File: src/rtl/mtr_drv_pkg.sv
// Shared definitions for the dual-channel motor PWM driver.
//   PWM_W      : width of the PWM counter, duty and speed words (period 2**PWM_W clocks)
//   ZERO_DUTY  : duty value that yields zero average drive (50%)
//   spd_t      : signed two's-complement speed command
package mtr_drv_pkg;

   localparam int unsigned PWM_W = 11;

   localparam logic [PWM_W-1:0] ZERO_DUTY = 11'h400;

   typedef logic signed [PWM_W-1:0] spd_t;

endpackage

File: src/rtl/pwm11.sv
// Single-channel complementary PWM generator.
//   clk, rst_n : clock, synchronous active-low reset
//   duty_i     : unsigned duty, sampled only on the last count of a period
//   pwm1_o     : forward leg, high while cnt < duty (registered)
//   pwm2_o     : reverse leg, complement of pwm1_o out of reset (registered)
module pwm11
   import mtr_drv_pkg::*;
(
   input  logic             clk,
   input  logic             rst_n,
   input  logic [PWM_W-1:0] duty_i,
   output logic             pwm1_o,
   output logic             pwm2_o
);

   localparam logic [PWM_W-1:0] CNT_MAX = '1;

   logic [PWM_W-1:0] cnt_q,  cnt_d;
   logic [PWM_W-1:0] duty_q, duty_d;
   logic             pwm1_q, pwm1_d;
   logic             pwm2_q, pwm2_d;

   // Next-state: free-running counter, duty latched at period end, compare.
   always_comb begin
      cnt_d  = cnt_q + PWM_W'(1);
      duty_d = duty_q;
      // Loading on the last count makes a new duty start exactly at cnt 0.
      if (cnt_q == CNT_MAX) begin
         duty_d = duty_i;
      end
      pwm1_d = (cnt_q < duty_q);
      pwm2_d = ~(cnt_q < duty_q);
   end

   // State registers; reset turns both bridge legs off.
   always_ff @(posedge clk) begin
      if (!rst_n) begin
         cnt_q  <= '0;
         duty_q <= ZERO_DUTY;
         pwm1_q <= 1'b0;
         pwm2_q <= 1'b0;
      end else begin
         cnt_q  <= cnt_d;
         duty_q <= duty_d;
         pwm1_q <= pwm1_d;
         pwm2_q <= pwm2_d;
      end
   end

   assign pwm1_o = pwm1_q;
   assign pwm2_o = pwm2_q;

endmodule

File: src/rtl/mtr_drv.sv
// Dual-channel motor driver: signed speed -> complementary H-bridge PWM pair.
//   clk, rst_n         : clock, synchronous active-low reset
//   lft_spd, rght_spd  : signed speed commands (-1024..+1023)
//   lftPWM1/lftPWM2    : left forward/reverse legs (registered)
//   rghtPWM1/rghtPWM2  : right forward/reverse legs (registered)
module mtr_drv
   import mtr_drv_pkg::*;
(
   input  logic                    clk,
   input  logic                    rst_n,
   input  logic signed [PWM_W-1:0] lft_spd,
   input  logic signed [PWM_W-1:0] rght_spd,
   output logic                    lftPWM1,
   output logic                    lftPWM2,
   output logic                    rghtPWM1,
   output logic                    rghtPWM2
);

   logic [PWM_W-1:0] lft_duty_c;
   logic [PWM_W-1:0] rght_duty_c;

   // Offset by half scale (mod 2**PWM_W) so zero speed is 50% duty.
   assign lft_duty_c  = $unsigned(lft_spd)  + ZERO_DUTY;
   assign rght_duty_c = $unsigned(rght_spd) + ZERO_DUTY;

   // Identical reset keeps the two per-channel counters in lockstep.
   pwm11 u_lft (
      .clk    (clk),
      .rst_n  (rst_n),
      .duty_i (lft_duty_c),
      .pwm1_o (lftPWM1),
      .pwm2_o (lftPWM2)
   );

   pwm11 u_rght (
      .clk    (clk),
      .rst_n  (rst_n),
      .duty_i (rght_duty_c),
      .pwm1_o (rghtPWM1),
      .pwm2_o (rghtPWM2)
   );

endmodule

File: config.mk
export PLATFORM = sky130hd
export DESIGN_NAME = mtr_drv
export DESIGN_NICKNAME = d
export VERILOG_FILES = /design/src/rtl/mtr_drv_pkg.sv /design/src/rtl/pwm11.sv /design/src/rtl/mtr_drv.sv
export SDC_FILE = /design/constraint.sdc
export NUM_CORES = 1
export LEC_CHECK = 0
export BUFFER_PORTS_ARGS = -buffer_cell sky130_fd_sc_hd__clkbuf_2
export CORE_MARGIN = 2
export CORE_UTILIZATION = 30
export DETAILED_ROUTE_END_ITERATION = 8
export SLEW_MARGIN = 5
export SYNTH_ARGS = -nofsm -noshare
export SYNTH_HDL_FRONTEND = slang
export SYNTH_SLANG_ARGS = --single-unit
export TNS_END_PERCENT = 10
File: constraint.sdc
create_clock -name clk -period 1.78 [get_ports clk]
set_input_delay 0.178 -clock clk [delete_from_list [all_inputs] [get_ports clk]]
set_output_delay 0.178 -clock clk [all_outputs]
set_load 0.005 [all_outputs]
==> results of run 1 <==
registers in the layout (all words and copies together) (netlist names):
signal and cells:
u_lft.cnt_q 11, u_rght.pwm1_o 1, u_rght.duty_q 11, u_lft.duty_q 11, u_lft.pwm2_o 1, u_lft.pwm1_o 1
u_rght.cnt_q 11, u_rght.pwm2_o 1
layout by cell type (no fill, tap or decap), types with 9 or more instances in the layout:
master / instances
sky130_fd_sc_hd__inv_1: 20
sky130_fd_sc_hd__clkbuf_2: 27
sky130_fd_sc_hd__dfxtp_1: 48
sky130_fd_sc_hd__and2_1: 18
sky130_fd_sc_hd__nor2b_1: 12
sky130_fd_sc_hd__ha_1: 22
sky130_fd_sc_hd__mux2i_1: 10
sky130_fd_sc_hd__a21oi_1: 10
sky130_fd_sc_hd__nand3_1: 12
sky130_fd_sc_hd__nand3_2: 10
sky130_fd_sc_hd__o21ai_2: 9
sky130_fd_sc_hd__nand2_1: 20
sky130_fd_sc_hd__xnor2_1: 9
layout make-up:
cell class	count	share of cell area
clock buffer	7	0.03398
clock inverter	1	0.01059
inverter	20	0.02648
multi-input combinational	177	0.4810
sequential	48	0.3389
tap	105	0.04634
timing repair buffer	31	0.06267
stage by stage:
step	instance area (um2)	std cells	worst slack [ps]
after floorplan	2461	254	270.7
after global placement	2709	381	194.3
after detailed placement	2709	381	135.5
after CTS	2835	389	111.3
after global routing	2835	389	5.723
final	2835	389	138.2
cell usage after synthesis, types with 2 or more instances:
library cell	instances
sky130_fd_sc_hd__dfxtp_1	48
sky130_fd_sc_hd__ha_1	22
sky130_fd_sc_hd__inv_1	20
sky130_fd_sc_hd__nand2_1	20
sky130_fd_sc_hd__and2_1	18
sky130_fd_sc_hd__nand3_1	12
sky130_fd_sc_hd__nor2b_1	12
sky130_fd_sc_hd__a21oi_1	10
sky130_fd_sc_hd__mux2i_1	10
sky130_fd_sc_hd__nand3_2	10
sky130_fd_sc_hd__o21ai_2	9
sky130_fd_sc_hd__xnor2_1	9
sky130_fd_sc_hd__xor2_1	7
sky130_fd_sc_hd__nand4_1	5
sky130_fd_sc_hd__clkbuf_1	4
sky130_fd_sc_hd__o21ai_0	4
sky130_fd_sc_hd__buf_6	3
sky130_fd_sc_hd__a211oi_1	2
sky130_fd_sc_hd__a21boi_1	2
sky130_fd_sc_hd__a21o_1	2
sky130_fd_sc_hd__and4_1	2
sky130_fd_sc_hd__nand2b_1	2
sky130_fd_sc_hd__nor3_1	2
sky130_fd_sc_hd__nor4_1	2
sky130_fd_sc_hd__nor4b_1	2
sky130_fd_sc_hd__o31a_1	2
sky130_fd_sc_hd__or3_1	2
kinds of logic after synthesis:
group	count (synthesis)
flip-flops	48
AND/OR/NAND/NOR	95
multiplexers	11
buffers and inverters	29
AO/OA/AOI/OAI	33
adder cells (fa/ha/maj)	22
XOR/XNOR	16
where the power goes:
part / leakage (nW) / total (mW) / switching [mW] / internal (mW)
clock network: 0.0645 / 0.846 / 0.351 / 0.496
logic: 0.763 / 0.0971 / 0.0472 / 0.0499
registers: 0.389 / 1.10 / 0.0146 / 1.09
worst max-delay path by stage:
stage,cells past startpoint,start,to
floorplan,5,u_lft.cnt_q[0],u_lft.duty_q[10]
global placement,6,u_lft.cnt_q[0],u_lft.duty_q[10]
detailed placement,6,u_lft.cnt_q[0],u_lft.duty_q[10]
CTS,6,u_lft.cnt_q[0],u_lft.duty_q[10]
global route,6,u_rght.cnt_q[0],u_rght.duty_q[5]
finish,6,u_lft.cnt_q[0],u_lft.duty_q[10]
routing by layer:
metal,vias to the layer above,share of wire,track usage
li1,924,-,-
met1,793,0.51,0.1373
met2,17,0.44,0.1649
met3,7,0.033,0.02793
met4,0,0.019,0.04348
met5,-,0,0
==> flow_metrics.py, run 1 <==
metrics = {
    "sta": {
        "clock_skew_ps": 5.275,
        "slew_viol_final": 0,
        "hold-worst-slack_ps": 71.31,
        "max_freq_ghz": 0.6091,
        "tightestPinTransition_ps": 755.7,
        "grt_setup_unrepaired": "no",
        "final.setup.tns_ps": 0,
        "max-slew-margin-rel": 0.4962,
        "timing.final.crit_share": 0.9224,
        "hold_viol": 0,
        "final-setup-viol-count": 0,
        "post-route-min-period_ps": 1642,
    },
    "logic_synthesis": {
        "postSynth.topFlopCell": "sky130_fd_sc_hd__dfxtp_1",
        "synth_seq_area_share": 0.3904,
        "synth-edff-count": 0,
        "synth_simple_gate_area_share": 0.2481,
        "synth_top_area_cell": "sky130_fd_sc_hd__dfxtp_1",
        "yosys_warnings": 0,
        "synth_area_leaders": "sky130_fd_sc_hd__dfxtp_1, sky130_fd_sc_hd__ha_1, sky130_fd_sc_hd__and2_1",
        "synth_area_um2": 2461,
        "synth_async_sr_flop_share": 0,
        "ys_ff_latch": 48,
        "syn-num-nets": 300,
        "synth-compound-area-share": 0.09049,
        "synth_cell_types": 38,
        "avg_synthesized_cell_area_um2": 9.689,
        "cells_after_synth": 254,
        "yosys.area_share.xor_xnor": 0.05694,
        "synthDominantCellAreaShare": 0.3904,
        "yosys-mux-area-fraction": 0.04677,
        "dominant_combinational_cell_family_by_area_after_synthesis": "simple AND/OR/NAND/NOR gates",
        "synth_adder_area_share": 0.1118,
    },
    "critical_path": {
        "cp_slowest_cell": "sky130_fd_sc_hd__dfxtp_1",
        "worst-r2r-setup-slack_ps": 140,
        "crit-reg2reg-launch": "u_lft.cnt_q[0]",
        "worstPathRequired_ps": 2010,
        "timing.rr.end": "u_lft.duty_q[10]",
        "worstPathMaxFanout": 22,
        "cp_cell_sequence": "ha_1 -> nand3_2 -> nor4_4 -> buf_12 -> nor3b_1 -> a31oi_1",
        "cell_depth_of_the_worst_flop_to_flop_path": 6,
        "setup.worst_path.class": "flip-flop to flip-flop",
        "critical_path.endpoint_type": "flip-flop",
        "worst_ep_arrival_time_ps": 1870,
        "worstSetupStartpointType": "flip-flop",
        "cpLargestDelayFamily": "simple AND/OR/NAND/NOR gates",
        "path_buf_inv": 1,
        "critical-path-max-stage-delay_ps": 390,
    },
    "drt": {
        "wire_per_inst_um": 10.84,
        "drc_markers": 0,
        "initialDrtViolationCount": 69,
        "wl_mm": 4.218,
        "vias_per_cell": 4.476,
        "drt_pre_antenna_iters": 4,
        "final_antenna_net_count": 0,
        "vias": 1741,
    },
    "place": {
        "hpwl_mm": 3.239,
        "place.gp.congestion": 0.7349,
        "port_buffers": 27,
    },
    "clock_network": {
        "post_cts_resize_count": 0,
        "insertion_delay_ps": 300,
        "cts-root-to-sink-buffers": 2,
        "tritoncts.num_buffers": 5,
        "cts-hold-fix-buffers": 0,
        "clock_tree_from_tritoncts": "yes",
        "numClockSinks": 48,
        "post_cts.repair.setup_buffers": 0,
        "post_cts_clock_slew_at_the_launch_and_capture_registers_of_the_worst_setup_and_hold_paths_ps": 80,
        "cts_htree_levels": 2,
        "clockRootBuffer": "sky130_fd_sc_hd__clkbuf_8",
    },
    "finish": {
        "layout.area.seq_um2": 960.9,
        "drive_gt1_frac": 0.2218,
        "total_area_of_multi_input_combinational_cells_um2": 1364,
        "layout.nets": 329,
        "final.fill_count": 873,
        "layout-area-overhead-vs-synth_pct": 15.20,
        "post-route-util": 0.3503,
        "antennaDiodeCount": 0,
    },
    "global_route": {
        "via_count_of_the_first_global_routing_pass": 1685,
        "grt_pass1_wl_mm": 7.445,
        "global_route.overflow_total": 0,
        "track_usage": 0.1053,
        "grt_max_degree": 41,
        "grt_antenna_before_repair": 0,
    },
    "hold_path": {
        "timing.hold.worst_endpoint": "u_lft.duty_q[10]",
        "timing.hold.worst.start": "lft_spd[10]",
        "min-delay-path-class": "input pin to flip-flop",
        "timing.hold.worst_path_depth": 2,
    },
    "status": {
        "status": "finished clean",
    },
    "power_and_ir_drop": {
        "total_power_mw": 2.045,
        "power_density_nw_per_um2": 721.2,
        "cellLeakagePower_nw": 1.216,
        "worst_ir_drop_vdd_mv": 0.2385,
    },
    "die": {
        "row_count": 33,
        "dieHeight_um": 94.58,
        "dieWidth_um": 94.58,
        "dieArea_um2": 8944,
        "boundaryPins": 28,
        "core-area_um2": 8093,
        "floorplan.initialDensity": 0.3041,
    },
    "flow_run": {
        "max_cap_viol_count": 0,
    },
}
No activity file was read; power rests on OpenSTA's default activity.
==> inputs of run 2 (changes only) <==
--- a/config.mk
+++ b/config.mk
@@ -5,10 +5,14 @@
 export SDC_FILE = /design/constraint.sdc
 export NUM_CORES = 1
 export LEC_CHECK = 0
+export ABC_AREA = 1
 export BUFFER_PORTS_ARGS = -buffer_cell sky130_fd_sc_hd__clkbuf_2
+export CELL_PAD_IN_SITES_DETAIL_PLACEMENT = 1
+export CELL_PAD_IN_SITES_GLOBAL_PLACEMENT = 1
 export CORE_MARGIN = 2
 export CORE_UTILIZATION = 30
 export DETAILED_ROUTE_END_ITERATION = 8
+export PLACE_DENSITY_LB_ADDON = 0.1
 export SLEW_MARGIN = 5
 export SYNTH_ARGS = -nofsm -noshare
 export SYNTH_HDL_FRONTEND = slang
==> flow_metrics.py, run 2 <==
metrics = {
    "status": {
        "status": "finished clean",
    },
    "sta": {
        "max_freq_ghz": 0.6532,
        "tightestPinTransition_ps": 524.7,
        "hold_viol": 0,
        "slew_viol_final": 0,
        "final.setup.tns_ps": 0,
        "max-slew-margin-rel": 0.6498,
        "post-route-min-period_ps": 1531,
        "grt_setup_unrepaired": "no",
        "final-setup-viol-count": 0,
        "timing.final.crit_share": 0.8601,
        "clock_skew_ps": 9.998,
    },
    "critical_path": {
        "worstPathMaxFanout": 12,
        "cp_common_cell": "sky130_fd_sc_hd__nand2_1",
        "setup.worst_path.start": "u_lft.cnt_q[0]",
        "cp_cell_sequence": "ha_1 -> nand3_2 -> nor2_2 -> nand3_4 -> buf_4 -> nand2_1 -> nand2_1 -> nor2_1",
        "worst_ep_arrival_time_ps": 1780,
        "worstPathRequired_ps": 2030,
        "worst-r2r-setup-slack_ps": 250,
        "crit-reg2reg-launch": "u_lft.cnt_q[0]",
        "cpLargestDelayFamily": "simple AND/OR/NAND/NOR gates",
        "worst_setup_path_endpoint": "u_lft.duty_q[3]",
        "critical_path.endpoint_type": "flip-flop",
        "critical-path-max-stage-delay_ps": 390,
        "cell_depth_of_the_worst_flop_to_flop_path": 8,
        "path_buf_inv": 1,
        "setup.worst_path.class": "flip-flop to flip-flop",
        "cp_slowest_cell": "sky130_fd_sc_hd__dfxtp_1",
        "timing.rr.end": "u_lft.duty_q[3]",
        "cp_num_cells": 8,
        "worstSetupStartpointType": "flip-flop",
    },
    "logic_synthesis": {
        "synth_area_leaders": "sky130_fd_sc_hd__dfxtp_1, sky130_fd_sc_hd__nand2_1, sky130_fd_sc_hd__ha_1",
        "yosys_warnings": 0,
        "synth_cell_types": 25,
        "synth_seq_area_share": 0.3857,
        "synthDominantCellAreaShare": 0.3857,
        "synth_area_um2": 2491,
        "postSynth.topFlopCell": "sky130_fd_sc_hd__dfxtp_1",
        "cells_after_synth": 357,
        "synth_async_sr_flop_share": 0,
        "ys_ff_latch": 48,
        "yosys.cell_count.top_type": "sky130_fd_sc_hd__nand2_1",
        "synth_top_area_cell": "sky130_fd_sc_hd__dfxtp_1",
        "syn-num-nets": 403,
        "synth-edff-count": 0,
        "synth.cells.most_frequent": "sky130_fd_sc_hd__nand2_1, sky130_fd_sc_hd__inv_1, sky130_fd_sc_hd__nor2_1",
        "avg_synthesized_cell_area_um2": 6.978,
    },
    "clock_network": {
        "insertion_delay_ps": 310,
        "post_cts.repair.setup_buffers": 0,
        "numClockSinks": 48,
        "post_cts_resize_count": 0,
        "clockRootBuffer": "sky130_fd_sc_hd__clkbuf_8",
        "post_cts_clock_slew_at_the_launch_and_capture_registers_of_the_worst_setup_and_hold_paths_ps": 90,
        "cts_htree_levels": 2,
        "cts-hold-fix-buffers": 0,
        "tritoncts.num_buffers": 5,
        "cts-root-to-sink-buffers": 2,
        "clock_tree_from_tritoncts": "yes",
    },
    "die": {
        "dieHeight_um": 95.13,
        "floorplan.initialDensity": 0.3063,
        "dieArea_um2": 9049,
        "row_count": 33,
        "dieWidth_um": 95.13,
        "core-area_um2": 8134,
        "boundaryPins": 28,
    },
    "finish": {
        "layout.cells.most_common_list": "sky130_fd_sc_hd__nand2_1, sky130_fd_sc_hd__inv_1, sky130_fd_sc_hd__nor2_1",
        "antennaDiodeCount": 0,
        "mostFrequentLayoutCell": "sky130_fd_sc_hd__nand2_1",
        "drive_gt1_frac": 0.1214,
        "layout.nets": 432,
        "layout-area-overhead-vs-synth_pct": 13.71,
        "post-route-util": 0.3483,
    },
    "global_route": {
        "grt_max_degree": 36,
        "global_route.overflow_total": 0,
        "via_count_of_the_first_global_routing_pass": 2141,
        "grt_pass1_wl_mm": 9.508,
        "track_usage": 0.1340,
        "grt_antenna_before_repair": 0,
    },
    "drt": {
        "vias": 2119,
        "wire_per_inst_um": 10.76,
        "vias_per_cell": 4.307,
        "drt_pre_antenna_iters": 4,
        "initialDrtViolationCount": 19,
        "drc_markers": 0,
        "final_antenna_net_count": 0,
        "wl_mm": 5.293,
    },
    "power_and_ir_drop": {
        "power_density_nw_per_um2": 679.1,
        "worst_ir_drop_vdd_mv": 0.2867,
        "cellLeakagePower_nw": 1.428,
    },
    "flow_run": {
        "max_cap_viol_count": 0,
    },
    "place": {
        "port_buffers": 27,
        "place.gp.congestion": 0.7332,
        "hpwl_mm": 3.923,
    },
    "hold_path": {
        "min-delay-path-class": "input pin to flip-flop",
    },
}
==> run 2: cell count changes after synthesis, sizes merged, moves of 3 or more <==
cell   previous run  this run
nor4              3         0
inv              20        70
nand4             6         0
nor2b            12         0
and2             18         0
a21oi            10        19
mux2i            10         0
and4              3         0
nand3            22        12
nor2              0        55
xor2              7         1
nand2            21        91
xnor2             9         3
==> run 2: power by group <==
part	leakage, nW	switching (mW)	internal [mW]
clock network	0.0434	0.403	0.316
logic	0.996	0.0584	0.0479
registers	0.389	0.0120	1.09
total	1.43	0.473	1.45
==> run 2: metrics by stage <==
| step | hold WS (ps) | total power [mW] | worst slack, ps | cell area, um2 | cells |
|---|---|---|---|---|---|
| after CTS | 86.47 | 1.966 | 160.2 | 2825 | 492 |
| final | 92.99 | 1.924 | 249.0 | 2833 | 492 |
| after global routing | 98.37 | 2.026 | 30.51 | 2833 | 492 |
| after global placement | 398.1 | 1.232 | 229.4 | 2728 | 484 |
| after detailed placement | 407.7 | 1.234 | 192.2 | 2728 | 484 |
| after floorplan | 312.9 | 1.185 | 451.9 | 2491 | 357 |
==> run 2: how the worst min path moves through the flow <==
stage	cells after the start	slack [ps]	startpoint	end
floorplan	2	310	lft_spd[4]	u_lft.duty_q[4]
global placement	3	400	lft_spd[6]	u_lft.duty_q[6]
detailed placement	3	410	lft_spd[4]	u_lft.duty_q[4]
CTS	3	90	lft_spd[5]	u_lft.duty_q[5]
global route	3	100	lft_spd[6]	u_lft.duty_q[6]
finish	3	90	lft_spd[5]	u_lft.duty_q[5]
==> run 2: kinds of logic (layout without fill, tap and decap cells) <==
family | Yosys count | count (layout) | synth area share
xor gates and xnor gates | 4 | 4 | 0.01407
DFF | 48 | 48 | 0.3857
AOI/OAI and AO/OA | 38 | 38 | 0.07936
buffers and inverters | 79 | 109 | 0.1296
adders and majority gates | 22 | 22 | 0.1105
and+or+nand+nor | 166 | 166 | 0.2808
==> run 2: metal layers <==
layer,global-route usage,vias up,wire [um],part of all wire
li1,-,1134,-,-
met3,0.02846,5,135,0.026
met4,0.03261,0,52,0.0098
met2,0.2430,22,2595,0.49
met5,0,-,0,0
met1,0.1602,958,2510,0.47
==> run 2: worst reg2reg max path, cell delays in order, from the launching register on <==
cell and delay, ps:
sky130_fd_sc_hd__dfxtp_1 390, sky130_fd_sc_hd__ha_1 220, sky130_fd_sc_hd__nand3_2 120, sky130_fd_sc_hd__nor2_2 170
sky130_fd_sc_hd__nand3_4 160, sky130_fd_sc_hd__buf_4 220, sky130_fd_sc_hd__nand2_1 70, sky130_fd_sc_hd__nand2_1 40
sky130_fd_sc_hd__nor2_1 90
==> run 2: layout make-up <==
cell class | count | area (um2)
multi-input combinational | 230 | 1215
inverter | 70 | 262.8
clock inverter | 2 | 15.01
clock buffer | 6 | 82.58
tap | 105 | 131.4
fill | 1055 | 5301
sequential | 48 | 960.9
timing repair buffer | 31 | 165.2
==> inputs of run 3 (changes only) <==
--- a/config.mk
+++ b/config.mk
@@ -10,7 +10,7 @@
 export CELL_PAD_IN_SITES_DETAIL_PLACEMENT = 1
 export CELL_PAD_IN_SITES_GLOBAL_PLACEMENT = 1
 export CORE_MARGIN = 2
-export CORE_UTILIZATION = 30
+export CORE_UTILIZATION = 42
 export DETAILED_ROUTE_END_ITERATION = 8
 export PLACE_DENSITY_LB_ADDON = 0.1
 export SLEW_MARGIN = 5
==> flow_metrics.py, run 3 (synthesized netlist as in run 2, its figures left out) <==
metrics = {
    "sta": {
        "final-setup-viol-count": 0,
        "post-route-min-period_ps": 1563,
        "final.setup.tns_ps": 0,
        "slew_viol_final": 0,
        "max_freq_ghz": 0.6399,
        "max-slew-margin-rel": 0.6842,
        "grt_setup_unrepaired": "no",
        "clock_skew_ps": 9.307,
        "hold_viol": 0,
        "tightestPinTransition_ps": 473.1,
        "timing.final.crit_share": 0.8779,
    },
    "flow_run": {
        "max_cap_viol_count": 0,
    },
    "drt": {
        "vias_per_cell": 4.585,
        "wire_per_inst_um": 10.73,
        "drc_markers": 0,
        "vias": 2109,
        "wl_mm": 4.936,
        "initialDrtViolationCount": 74,
        "drt_pre_antenna_iters": 4,
        "final_antenna_net_count": 0,
    },
    "global_route": {
        "via_count_of_the_first_global_routing_pass": 2015,
        "grt_pass1_wl_mm": 8.700,
        "global_route.overflow_total": 0,
        "grt_antenna_before_repair": 0,
        "track_usage": 0.1714,
        "grt_max_degree": 24,
    },
    "finish": {
        "layout.cells.most_common_list": "sky130_fd_sc_hd__nand2_1, sky130_fd_sc_hd__inv_1, sky130_fd_sc_hd__nor2_1",
        "antennaDiodeCount": 0,
        "layout.nets": 430,
        "drive_gt1_frac": 0.1143,
        "stdcell_area_um2": 2790,
        "layout-area-overhead-vs-synth_pct": 12.00,
        "mostFrequentLayoutCell": "sky130_fd_sc_hd__nand2_1",
    },
    "power_and_ir_drop": {
        "total_power_mw": 1.994,
        "power_density_nw_per_um2": 714.8,
        "seq_power_share": 0.551,
        "worst_ir_drop_vdd_mv": 0.3735,
        "part_of_the_total_power_dissipated_in_combinational_logic": 0.053,
        "power.switching_mw": 0.4419,
        "netSwitchingFraction": 0.2216,
        "proportion_of_power_drawn_by_the_clock_network": 0.396,
        "cellLeakagePower_nw": 1.428,
        "internal-power_mw": 1.553,
    },
    "clock_network": {
        "cts-hold-fix-buffers": 0,
        "cts_htree_levels": 2,
        "post_cts_clock_slew_at_the_launch_and_capture_registers_of_the_worst_setup_and_hold_paths_ps": 90,
        "clock_tree_from_tritoncts": "yes",
        "numClockSinks": 48,
        "clockRootBuffer": "sky130_fd_sc_hd__clkbuf_8",
        "cts-root-to-sink-buffers": 2,
        "insertion_delay_ps": 300,
        "tritoncts.num_buffers": 5,
        "post_cts.repair.setup_buffers": 0,
    },
    "critical_path": {
        "setup.worst_path.class": "flip-flop to flip-flop",
        "cp_common_cell": "sky130_fd_sc_hd__nand2_1",
        "cpLargestDelayFamily": "simple AND/OR/NAND/NOR gates",
        "cp_cell_sequence": "ha_1 -> nand3_2 -> nor2_2 -> nand3_4 -> buf_4 -> nand2_1 -> nand2_1 -> nor2_1",
        "worst_setup_path_endpoint": "u_lft.duty_q[5]",
        "cp_slowest_cell": "sky130_fd_sc_hd__dfxtp_1",
        "path_buf_inv": 1,
        "critical-path-max-stage-delay_ps": 380,
        "worst-r2r-setup-slack_ps": 220,
        "critical_path.endpoint_type": "flip-flop",
        "worstPathRequired_ps": 2020,
        "setup.worst_path.start": "u_lft.cnt_q[0]",
        "worstPathMaxFanout": 13,
        "timing.rr.end": "u_lft.duty_q[5]",
        "worst_ep_arrival_time_ps": 1800,
        "cell_depth_of_the_worst_flop_to_flop_path": 8,
        "worstSetupStartpointType": "flip-flop",
        "crit-reg2reg-launch": "u_lft.cnt_q[0]",
        "cp_num_cells": 8,
    },
    "place": {
        "place.gp.congestion": 0.7105,
        "port_buffers": 27,
        "hpwl_mm": 3.785,
        "placed_cell_area_um2": 2675,
    },
    "die": {
        "core-area_um2": 5816,
        "floorplan.initialDensity": 0.4284,
        "dieWidth_um": 81.02,
        "dieArea_um2": 6563,
        "row_count": 28,
        "dieHeight_um": 81.02,
        "boundaryPins": 28,
    },
    "status": {
        "status": "finished clean",
    },
    "hold_path": {
        "min-delay-path-class": "input pin to flip-flop",
    },
}
## run 3: cell types whose count changed in the layout (fill, tap and decap cells not counted)
cell / previous run / this run
sky130_fd_sc_hd__clkinvlp_4: 2 / 0
sky130_fd_sc_hd__clkbuf_8: 6 / 5
sky130_fd_sc_hd__bufinv_16: 0 / 1
sky130_fd_sc_hd__clkbuf_1: 0 / 1
sky130_fd_sc_hd__buf_4: 4 / 2
sky130_fd_sc_hd__clkinv_2: 0 / 1
## run 3: worst min-delay path by stage
stage	from	to	slack (ps)	cells after the start
2_1_floorplan	lft_spd[4]	u_lft.duty_q[4]	310	2
3_3_place_gp	lft_spd[2]	u_lft.duty_q[2]	400	3
3_5_place_dp	lft_spd[2]	u_lft.duty_q[2]	410	3
4_1_cts	lft_spd[2]	u_lft.duty_q[2]	90	3
5_1_grt	lft_spd[1]	u_lft.duty_q[1]	110	3
6_report	lft_spd[6]	u_lft.duty_q[6]	100	3
## run 3: worst reg2reg max path, stage by stage (launching register included)
cell	delay, ps
sky130_fd_sc_hd__dfxtp_1	380
sky130_fd_sc_hd__ha_1	210
sky130_fd_sc_hd__nand3_2	110
sky130_fd_sc_hd__nor2_2	210
sky130_fd_sc_hd__nand3_4	170
sky130_fd_sc_hd__buf_4	220
sky130_fd_sc_hd__nand2_1	60
sky130_fd_sc_hd__nand2_1	50
sky130_fd_sc_hd__nor2_1	90
## run 3: repair_timing
action | in CTS | in global routing
hold endpoints to repair | 0 | 0
endpoints found under the setup margin | 0 | 7
resized for setup | 0 | 1
## run 3: stage by stage
step	util	cells	hold slack [ps]	worst slack, ps
3_5_place_dp	0.4600	452	410.6	168.2
6_report	0.4798	460	100.5	217.3
5_1_grt	0.4798	460	105.9	7.109
2_1_floorplan	-	357	312.9	451.9
4_1_cts	0.4785	460	90.40	127.2
3_3_place_gp	0.4600	452	398.3	219.1
## run 3: per-layer routing
metal,vias to the layer above,global-route usage,share of wire
li1,1128,-,-
met5,-,0,0
met4,0,0.05593,0.017
met3,8,0.03778,0.028
met2,26,0.3132,0.50
met1,947,0.1970,0.46
## run 3: final cells by class
| cell class | instances | area [um2] |
|---|---|---|
| sequential | 48 | 960.9 |
| fill | 811 | 3025 |
| clock buffer | 6 | 72.57 |
| inverter | 70 | 262.8 |
| tap | 75 | 93.84 |
| clock inverter | 2 | 35.03 |
| timing repair buffer | 29 | 150.1 |
| multi-input combinational | 230 | 1215 |
## run 3: power groups by stage
stage	Clock, mW	Sequential [mW]	Combinational (mW)
global route	0.879	1.10	0.124
floorplan	0	1.12	0.0625
finish	0.790	1.10	0.105
CTS	0.827	1.10	0.109
detailed placement	0	1.12	0.107
global placement	0	1.12	0.104
